## src/rtl/decode_regfile_sb_pkg.sv

```systemverilog
`default_nettype none
// ============================================================================
// Package    : decode_pkg
// Purpose    : Shared defaults, types and helpers for the ID-stage register
//              file and load-use scoreboard.
// Contents   : DEF_DATA_W / DEF_NREGS defaults, reg_addr_t, word_t,
//              sb_width() counter-width helper.
// Revision   : 1.0 - initial release
// ============================================================================
package decode_pkg;

  localparam int DEF_DATA_W = 32;
  localparam int DEF_NREGS  = 32;
  localparam int DEF_ADDR_W = $clog2(DEF_NREGS);

  typedef logic [DEF_ADDR_W-1:0] reg_addr_t;
  typedef logic [DEF_DATA_W-1:0] word_t;

  // Width of a countdown counter that must hold the value LOAD_LAT.
  function automatic int sb_width(input int lat);
    return (lat < 1) ? 1 : $clog2(lat + 1);
  endfunction

endpackage
`default_nettype wire

```

## src/rtl/decode_regfile_sb_scoreboard.sv

```systemverilog
`default_nettype none
// ============================================================================
// Module     : decode_scoreboard
// Purpose    : Per-register load-use countdown scoreboard. Raises stall when
//              the instruction in ID consumes a register whose load result
//              is not yet available, records issuing loads, and counts
//              stalled cycles.
// Ports      : clk, rst         clock / async active-high reset
//              rd_addr, rd_use  source addresses and their use flags
//              iss_valid, iss_load, iss_dst, flush  instruction in ID
//              stall            load-use hazard
//              busy_vec         per-register pending-load flags
//              stall_cnt        saturating count of stalled cycles
// Revision   : 1.0 - initial release
// ============================================================================
module decode_scoreboard
  import decode_pkg::*;
#(
  parameter int NREGS    = DEF_NREGS,
  parameter int ADDR_W   = $clog2(NREGS),
  parameter int NRD      = 2,
  parameter int LOAD_LAT = 1,
  parameter int CNT_W    = 32
)(
  input  logic                  clk,
  input  logic                  rst,
  input  logic [NRD*ADDR_W-1:0] rd_addr,
  input  logic [NRD-1:0]        rd_use,
  input  logic                  iss_valid,
  input  logic                  iss_load,
  input  logic [ADDR_W-1:0]     iss_dst,
  input  logic                  flush,
  output logic                  stall,
  output logic [NREGS-1:0]      busy_vec,
  output logic [CNT_W-1:0]      stall_cnt
);

  localparam int              SB_W    = sb_width(LOAD_LAT);
  localparam logic [SB_W-1:0] LAT_VAL = SB_W'(LOAD_LAT);

  logic hazard;
  logic iss_fire;
  logic load_set;

  // Hazard is evaluated on the busy state before this cycle's own update,
  // so a load reading its own destination sees the older pending load.
  always_comb begin
    hazard = 1'b0;
    for (int k = 0; k < NRD; k++) begin
      if (rd_use[k] && (rd_addr[k*ADDR_W +: ADDR_W] != '0) &&
          busy_vec[rd_addr[k*ADDR_W +: ADDR_W]]) begin
        hazard = 1'b1;
      end
    end
  end

  // A flushed instruction never stalls: it is being discarded anyway.
  assign stall    = iss_valid && !flush && hazard;
  assign iss_fire = iss_valid && !flush && !stall;
  assign load_set = iss_fire && iss_load && (iss_dst != '0);

  generate
    for (genvar r = 0; r < NREGS; r++) begin : g_sb
      if (r == 0) begin : g_zero
        assign busy_vec[r] = 1'b0;
      end else begin : g_cnt
        logic [SB_W-1:0] cnt;

        // A new load on this register restarts the countdown, taking
        // priority over the ordinary decrement.
        always_ff @(posedge clk or posedge rst) begin
          if (rst) begin
            cnt <= '0;
          end else if (load_set && (iss_dst == ADDR_W'(r))) begin
            cnt <= LAT_VAL;
          end else if (cnt != '0) begin
            cnt <= cnt - SB_W'(1);
          end
        end

        assign busy_vec[r] = (cnt != '0);
      end
    end
  endgenerate

  always_ff @(posedge clk or posedge rst) begin
    if (rst) begin
      stall_cnt <= '0;
    end else if (stall && (stall_cnt != '1)) begin
      stall_cnt <= stall_cnt + CNT_W'(1);
    end
  end

endmodule
`default_nettype wire

```

## src/rtl/decode_regfile_sb.sv

```systemverilog
`default_nettype none
// ============================================================================
// Module     : decode_regfile_sb
// Purpose    : ID-stage register file with NRD combinational read ports,
//              write-to-read bypass and a hardwired-zero register 0, plus a
//              load-use scoreboard producing the pipeline stall request.
// Ports      : clk, rst         clock / async active-high reset
//              rd_addr, rd_use  read addresses / operand-consumed flags
//              rd_data          read data, port k at [k*DATA_W +: DATA_W]
//              wr_en, wr_addr, wr_data   writeback port
//              iss_valid, iss_load, iss_dst, flush  instruction in ID
//              stall, busy_vec, stall_cnt  hazard outputs
// Revision   : 1.0 - initial release
// ============================================================================
module decode_regfile_sb
  import decode_pkg::*;
#(
  parameter  int DATA_W   = DEF_DATA_W,
  parameter  int NREGS    = DEF_NREGS,
  parameter  int NRD      = 2,
  parameter  int LOAD_LAT = 1,
  parameter  int CNT_W    = 32,
  localparam int ADDR_W   = $clog2(NREGS)
)(
  input  logic                  clk,
  input  logic                  rst,
  input  logic [NRD*ADDR_W-1:0] rd_addr,
  input  logic [NRD-1:0]        rd_use,
  output logic [NRD*DATA_W-1:0] rd_data,
  input  logic                  wr_en,
  input  logic [ADDR_W-1:0]     wr_addr,
  input  logic [DATA_W-1:0]     wr_data,
  input  logic                  iss_valid,
  input  logic                  iss_load,
  input  logic [ADDR_W-1:0]     iss_dst,
  input  logic                  flush,
  output logic                  stall,
  output logic [NREGS-1:0]      busy_vec,
  output logic [CNT_W-1:0]      stall_cnt
);

  logic [DATA_W-1:0] regs [NREGS];

  // Register 0 is never written, so its storage stays at the reset value;
  // the read mux also forces it to zero independently.
  always_ff @(posedge clk or posedge rst) begin
    if (rst) begin
      for (int r = 0; r < NREGS; r++) begin
        regs[r] <= '0;
      end
    end else if (wr_en && (wr_addr != '0)) begin
      regs[wr_addr] <= wr_data;
    end
  end

  generate
    for (genvar k = 0; k < NRD; k++) begin : g_rd
      logic [ADDR_W-1:0] addr;
      logic [DATA_W-1:0] word;

      assign addr = rd_addr[k*ADDR_W +: ADDR_W];

      // Same-cycle writeback is forwarded so ID never sees a stale value.
      always_comb begin
        word = regs[addr];
        if (addr == '0) begin
          word = '0;
        end else if (wr_en && (wr_addr == addr)) begin
          word = wr_data;
        end
      end

      assign rd_data[k*DATA_W +: DATA_W] = word;
    end
  endgenerate

  decode_scoreboard #(
    .NREGS    (NREGS),
    .ADDR_W   (ADDR_W),
    .NRD      (NRD),
    .LOAD_LAT (LOAD_LAT),
    .CNT_W    (CNT_W)
  ) u_scoreboard (
    .clk       (clk),
    .rst       (rst),
    .rd_addr   (rd_addr),
    .rd_use    (rd_use),
    .iss_valid (iss_valid),
    .iss_load  (iss_load),
    .iss_dst   (iss_dst),
    .flush     (flush),
    .stall     (stall),
    .busy_vec  (busy_vec),
    .stall_cnt (stall_cnt)
  );

endmodule
`default_nettype wire

```

## config.mk

```make
export PLATFORM = sky130hd
export DESIGN_NAME = decode_regfile_sb
export DESIGN_NICKNAME = d
export VERILOG_FILES = /design/src/rtl/decode_regfile_sb_pkg.sv /design/src/rtl/decode_regfile_sb_scoreboard.sv /design/src/rtl/decode_regfile_sb.sv
export SDC_FILE = /design/constraint.sdc
export NUM_CORES = 2
export LEC_CHECK = 0
export CORE_MARGIN = 2
export CORE_UTILIZATION = 60
export CTS_CLUSTER_SIZE = 28
export DETAILED_ROUTE_END_ITERATION = 7
export PLACE_DENSITY = 0.78
export SETUP_SLACK_MARGIN = 0.05
export SKIP_CTS_REPAIR_TIMING = 1
export SLEW_MARGIN = 5
export SYNTH_ARGS = -nofsm -noshare
export SYNTH_HDL_FRONTEND = slang
export SYNTH_SLANG_ARGS = --single-unit
```

## constraint.sdc

```tcl
create_clock -name clk -period 61 [get_ports clk]
set_input_delay 12.2 -clock clk [delete_from_list [all_inputs] [get_ports clk]]
set_output_delay 12.2 -clock clk [all_outputs]
set_load 0.1 [all_outputs]
```

* Word level (Yosys, flattened, before mapping) *
Index checks and enable logic that the tools add are counted.

word-level totals
  flip-flop bits (word level) = 1,087
  input port bits = 60
  word-level logic and storage cells = 273

cells by class
  add/sub/neg operators = 32
  $lt $le $gt $ge = 6
  eq/ne operators = 34
  multiplexer cells = 81
  bitwise gates (word level) = 3
  reduce and logical (&&, ||, !) cells = 53

operators with widths
  cell                     number
  $bwmux W1024             1
  $bmux W32 S5             2
  $mux W32                 9
  $demux W32 S5            1
  $eq A5 B5 Y1 const B     16
  $mux W1                  66
  $logic_and A1 B1 Y1      45
  $eq A5 B4 Y1 const B     8
  $add A32 B1 Y32 const B  1
  $ne A32 B32 Y1 const B   1
  $sub A1 B1 Y1 const B    31
  $eq A5 B3 Y1 const B     4
  $reduce_bool A5 Y1       4
  $ge A6 B6 Y1 const B     3
  $not A5 Y6               3
  $lt A5 B6 Y1 const B     2
  $bmux W1 S5              2
  $eq A5 B2 Y1 const B     2
  $eq A5 B5 Y1             2
  $logic_not A5 Y1         2
  $lt A6 B1 Y1 const B     1
  $eq A5 B1 Y1 const B     1
  $logic_not A1 Y1         2

* Longest topological paths before layout *
  word-level depth = 12
  depth in mapped cells = 11
  gate-level depth less buffers = 6

* Hierarchy *
From an unflattened synthesis, not the netlist that was laid out.

second synthesis, totals
  cells, all modules = 4,184
  area, all modules = 58,832.7 µm²

by module, submodules not included
  module             times used  cells an instance  area each (µm²)
  decode_regfile_sb  1           3,859              55,253.0
  decode_scoreboard  1           325                3,579.7

* Least setup slack after synthesis *
OpenSTA, ideal clock, no wires.

  kind = input -> output
  from = input rd_addr[5]
  to = output rd_data[32]
  arrival = 16.016 ns
  required time = 48.800 ns
  slack = 32.784 ns
  cell stages on the path = 10
  buffers on the path = 6
  cells stage by stage = buf_6 -> buf_6 -> buf_4 -> buf_6 -> buf_2 -> xor2_1 -> nor4_1 -> nand3_1 -> clkbuf_1 -> a211oi_1

on the way
  longest elaborated chain between the ends = 6
  elaborated cells on any way between the ends = 9
  those cells by class = eq/ne (1); mux (5); bitwise (1); reduce/logical (2)

RTL lines
  what                                          RTL line                 text
  start: declaration                            decode_regfile_sb.sv:27  input logic [NRD*ADDR_W-1:0] rd_addr,
  $not A5 Y6 (implied by the code)              decode_regfile_sb.sv:65  word = regs[addr];
  $bmux W32 S5                                  decode_regfile_sb.sv:65
  $mux W32 (implied by the code) (2 in series)  decode_regfile_sb.sv:65
  $mux W32                                      decode_regfile_sb.sv:68  end else if (wr_en && (wr_addr == addr)) begin
  $mux W32 *                                    decode_regfile_sb.sv:66  if (addr == '0) begin
  end: declaration                              decode_regfile_sb.sv:29  output logic [NRD*DATA_W-1:0] rd_data,

Every way passes the cells marked *; elsewhere a longest branch is shown, timed or not. The select of a mux whose other input is x is not followed.

* Worst setup path in the final report *
  from = input rd_addr[6]
  to = output rd_data[52]

The elaborated chain is that of the path after synthesis.

==> reports/metrics.cfg <==
[cts]
cts_max_level = 3
cts_sinks = 1087
cts_tree = done
clk_latency_ns = 0.68
clk_path_buf_depth = 3
clkSlewWorstSetupHoldPaths_ns = 0.06
root_buffer = clkbuf_16
cts_buffers = 112

[global_routing]
grt_pass1_vias = 37200
grtUsageTotal_pct = 32.9
grt_max_degree = 176
antenna_found_initial = 2
grt_pass1_wl_mm = 242
grt-ovfl-total = 0

[cells_and_area]
stdcell_count = 5027
area_growth_pct = 10.3
multiInputGateArea_um2 = 29400
mostFrequentLayoutCells = dfrtp_1, mux2_2, mux4_2
nNetsFinal = 3715
nFillCells = 6666
final_common_cell = dfrtp_1
post-route-util_pct = 66.7
regArea_um2 = 27200
stdcell_area_um2 = 64500
drive_above_1_share_pct = 51.8

[min_path]
holdPathStages = 0
min-delay-start = regs[1017]$_DFFE_PP0P_
hp-class = register to register
hold_end = regs[1017]$_DFFE_PP0P_

[critical_path]
arrival_ns = 18.03
reg2reg_depth = 7
cp.required_ns = 48.80
crit_type = input port to output port
r2r-start = u_scoreboard.g_sb[7].g_cnt.cnt$_DFF_PP0_
r2r_slack_ns = 58.20
path_cells = buf_8 -> buf_4 -> buf_4 -> buf_4 -> mux4_2 -> nor2b_1 -> a211oi_1 -> a211oi_1 -> a21oi_1 -> a211oi_1 -> clkdlybuf4s50_1
r2r-end = u_scoreboard.g_sb[27].g_cnt.cnt$_DFF_PP0_
slowest_stage = clkdlybuf4s50_1
cp-end-kind = output port
cpLargestDelayFamily = buffers and inverters
start_kind = input port
path_max_fanout = 65
cp_num_buf_inv = 5
worst_path_largest_cell_delay_ns = 1.31

[pwr]
ir_drop_uv = 27.2
p_sw_share_pct = 29.4
p_sw_uw = 643
p_seq_share_pct = 43.5
leakage_nw = 27.6
comb_power_share_pct = 24.2
power.density_nw_per_um2 = 33.9
finalPower_mw = 2.18
clkPwrFrac_pct = 32.3
internal_power_mw = 1.54

[place]
pre_cts_slack_ns = 30.91
dpl.cell_count = 4816
post-dp-hpwl_mm = 86.8
place.gp.congestion = 0.798
placed_cell_area_um2 = 60700
io_buffers = 187

[floorplanning]
rows = 114
dieArea_um2 = 100000
core_area_um2 = 96700
start_util_pct = 60.5
die_h_um = 316
die_w_um = 316
ioPinCount = 189

[sta]
worst_pin_slew_ns = 1.26
fin_skew_ns = 0.00928
finalMaxSlewViolations = 0
hold_viol = 0
tns_ns = 0
setup_ws_ns = 30.77
hold_slack_ns = 0.394
slew-limit-headroom_pct = 15.9
fmax_ghz = 0.0331
setup_viol = 0
post-route-min-period_ns = 30.23
rsz0062_at_grt = no
period_share_pct = 49.6

[synthesis]
synth_top_area_share_pct = 46.5
yosys.area.top_type = dfrtp_1
synth_edf_count = 0
avgSynthCellArea_um2 = 15.7
synth.cell_area_um2 = 58500
ys_ff_latch = 1087
netlist_top_cells_area = dfrtp_1, mux4_2, mux2_2, mux2i_1, clkbuf_1
ys_seq_area_share_pct = 46.5
synth_cell_type_count = 48
ys_async_sr_fraction_pct = 100
syn_inst = 3734
ys.flop_type = dfrtp_1
yosysWarnings = 0
syn_nets = 3795

[routing]
routed_via_density = 7.08
dr.pass1.iters = 7
vias = 35600
ant_nets = 0
drt_iter0_drc = 3405
avgRoutedWirePerCell_um = 31.8
drt_wl_total_mm = 160
drcViolationCount = 0

[run_status]
status = complete, no violations

[run]
drv_cap = 0

worst max path at each step:
stage	to	depth (start not counted)	startpoint
finish	rd_data[52]	11	rd_addr[6]
global route	rd_data[52]	11	rd_addr[6]
CTS	rd_data[52]	11	rd_addr[6]
detailed placement	rd_data[52]	11	rd_addr[6]
global placement	rd_data[52]	11	rd_addr[6]
floorplan	regs[0]$_DFFE_PP0P_	1	rst
Yosys cell counts (2+ instances only):
master    instances
a2111o_1          2
buf_4            66
xor2_1           38
clkinv_1          2
or3b_1            2
nand3b_1          7
buf_2            97
inv_1             4
buf_1            61
dfrtp_1        1087
nor4_1            7
nor3_2            9
a21o_1            2
a31o_2            2
nor2b_1          24
a32oi_1           2
and4_1            4
nand2b_1          2
clkbuf_1        222
a21oi_1          23
nand3_1          13
mux4_2          616
and3_1            7
nand4_1           8
nand2_1          32
nor3b_1           8
and3b_1           3
nor4b_1           2
mux2_2         1001
nor2_1           97
a211oi_1        101
mux2i_1         118
nor3_1           36
buf_6             9
or4_1             3
or3b_2            3
xnor2_1           3
power groups by stage:
| stage | Combinational [mW] | Clock [mW] | Sequential, mW |
|---|---|---|---|
| after floorplan | 0.423 | 0 | 0.937 |
| after global placement | 0.518 | 0 | 0.947 |
| after detailed placement | 0.529 | 0 | 0.956 |
| after CTS | 0.532 | 0.714 | 0.945 |
| after global routing | 0.558 | 0.745 | 0.965 |
| final | 0.529 | 0.706 | 0.949 |
layer usage:
metal	share of wire [%]	GRT usage, %	up-vias
met1	39	44.4	19400
li1	-	-	14300
met3	6.9	5.49	404
met4	5.1	15.5	2
met2	49	53.1	1493
met5	0.0094	0	-
kinds of logic (layout without fill, tap and decap cells):
kind of cell,count (synthesis),after routing,synth area share [%]
mux,1735,1735,45.0
flops,1087,1087,46.5
buf+inv,461,477,3.71
simple gates,273,273,2.45
compound gates,135,135,1.66
xor+xnor,41,41,0.614
fa+ha+maj,1,1,0.0214
other cells,1,2,0.00641
registers in the layout (all words and copies together) (netlist names):
register	cells
u_scoreboard.g_sb.g_cnt.cnt	31
regs	1024
u_scoreboard.stall_cnt	32
final cells by class:
| class | count | area share, % |
|---|---|---|
| Clock inverter | 45 | 0.710 |
| Inverter | 6 | 0.0485 |
| Antenna cell | 1 | 0.00388 |
| Tap cell | 1276 | 2.48 |
| Sequential cell | 1087 | 42.2 |
| Multi-Input combinational cell | 2186 | 45.5 |
| Clock buffer | 165 | 5.17 |
| Timing Repair Buffer | 261 | 3.86 |
worst reg2reg max path, delay by kind of cell (launching register included):
family,cells,cell delay (ns)
simple gates,3,1.03
mux,1,0.48
compound gates,2,0.41
flops,1,0.41
buf+inv,1,0.38
Power figures use the tool's default switching activity.
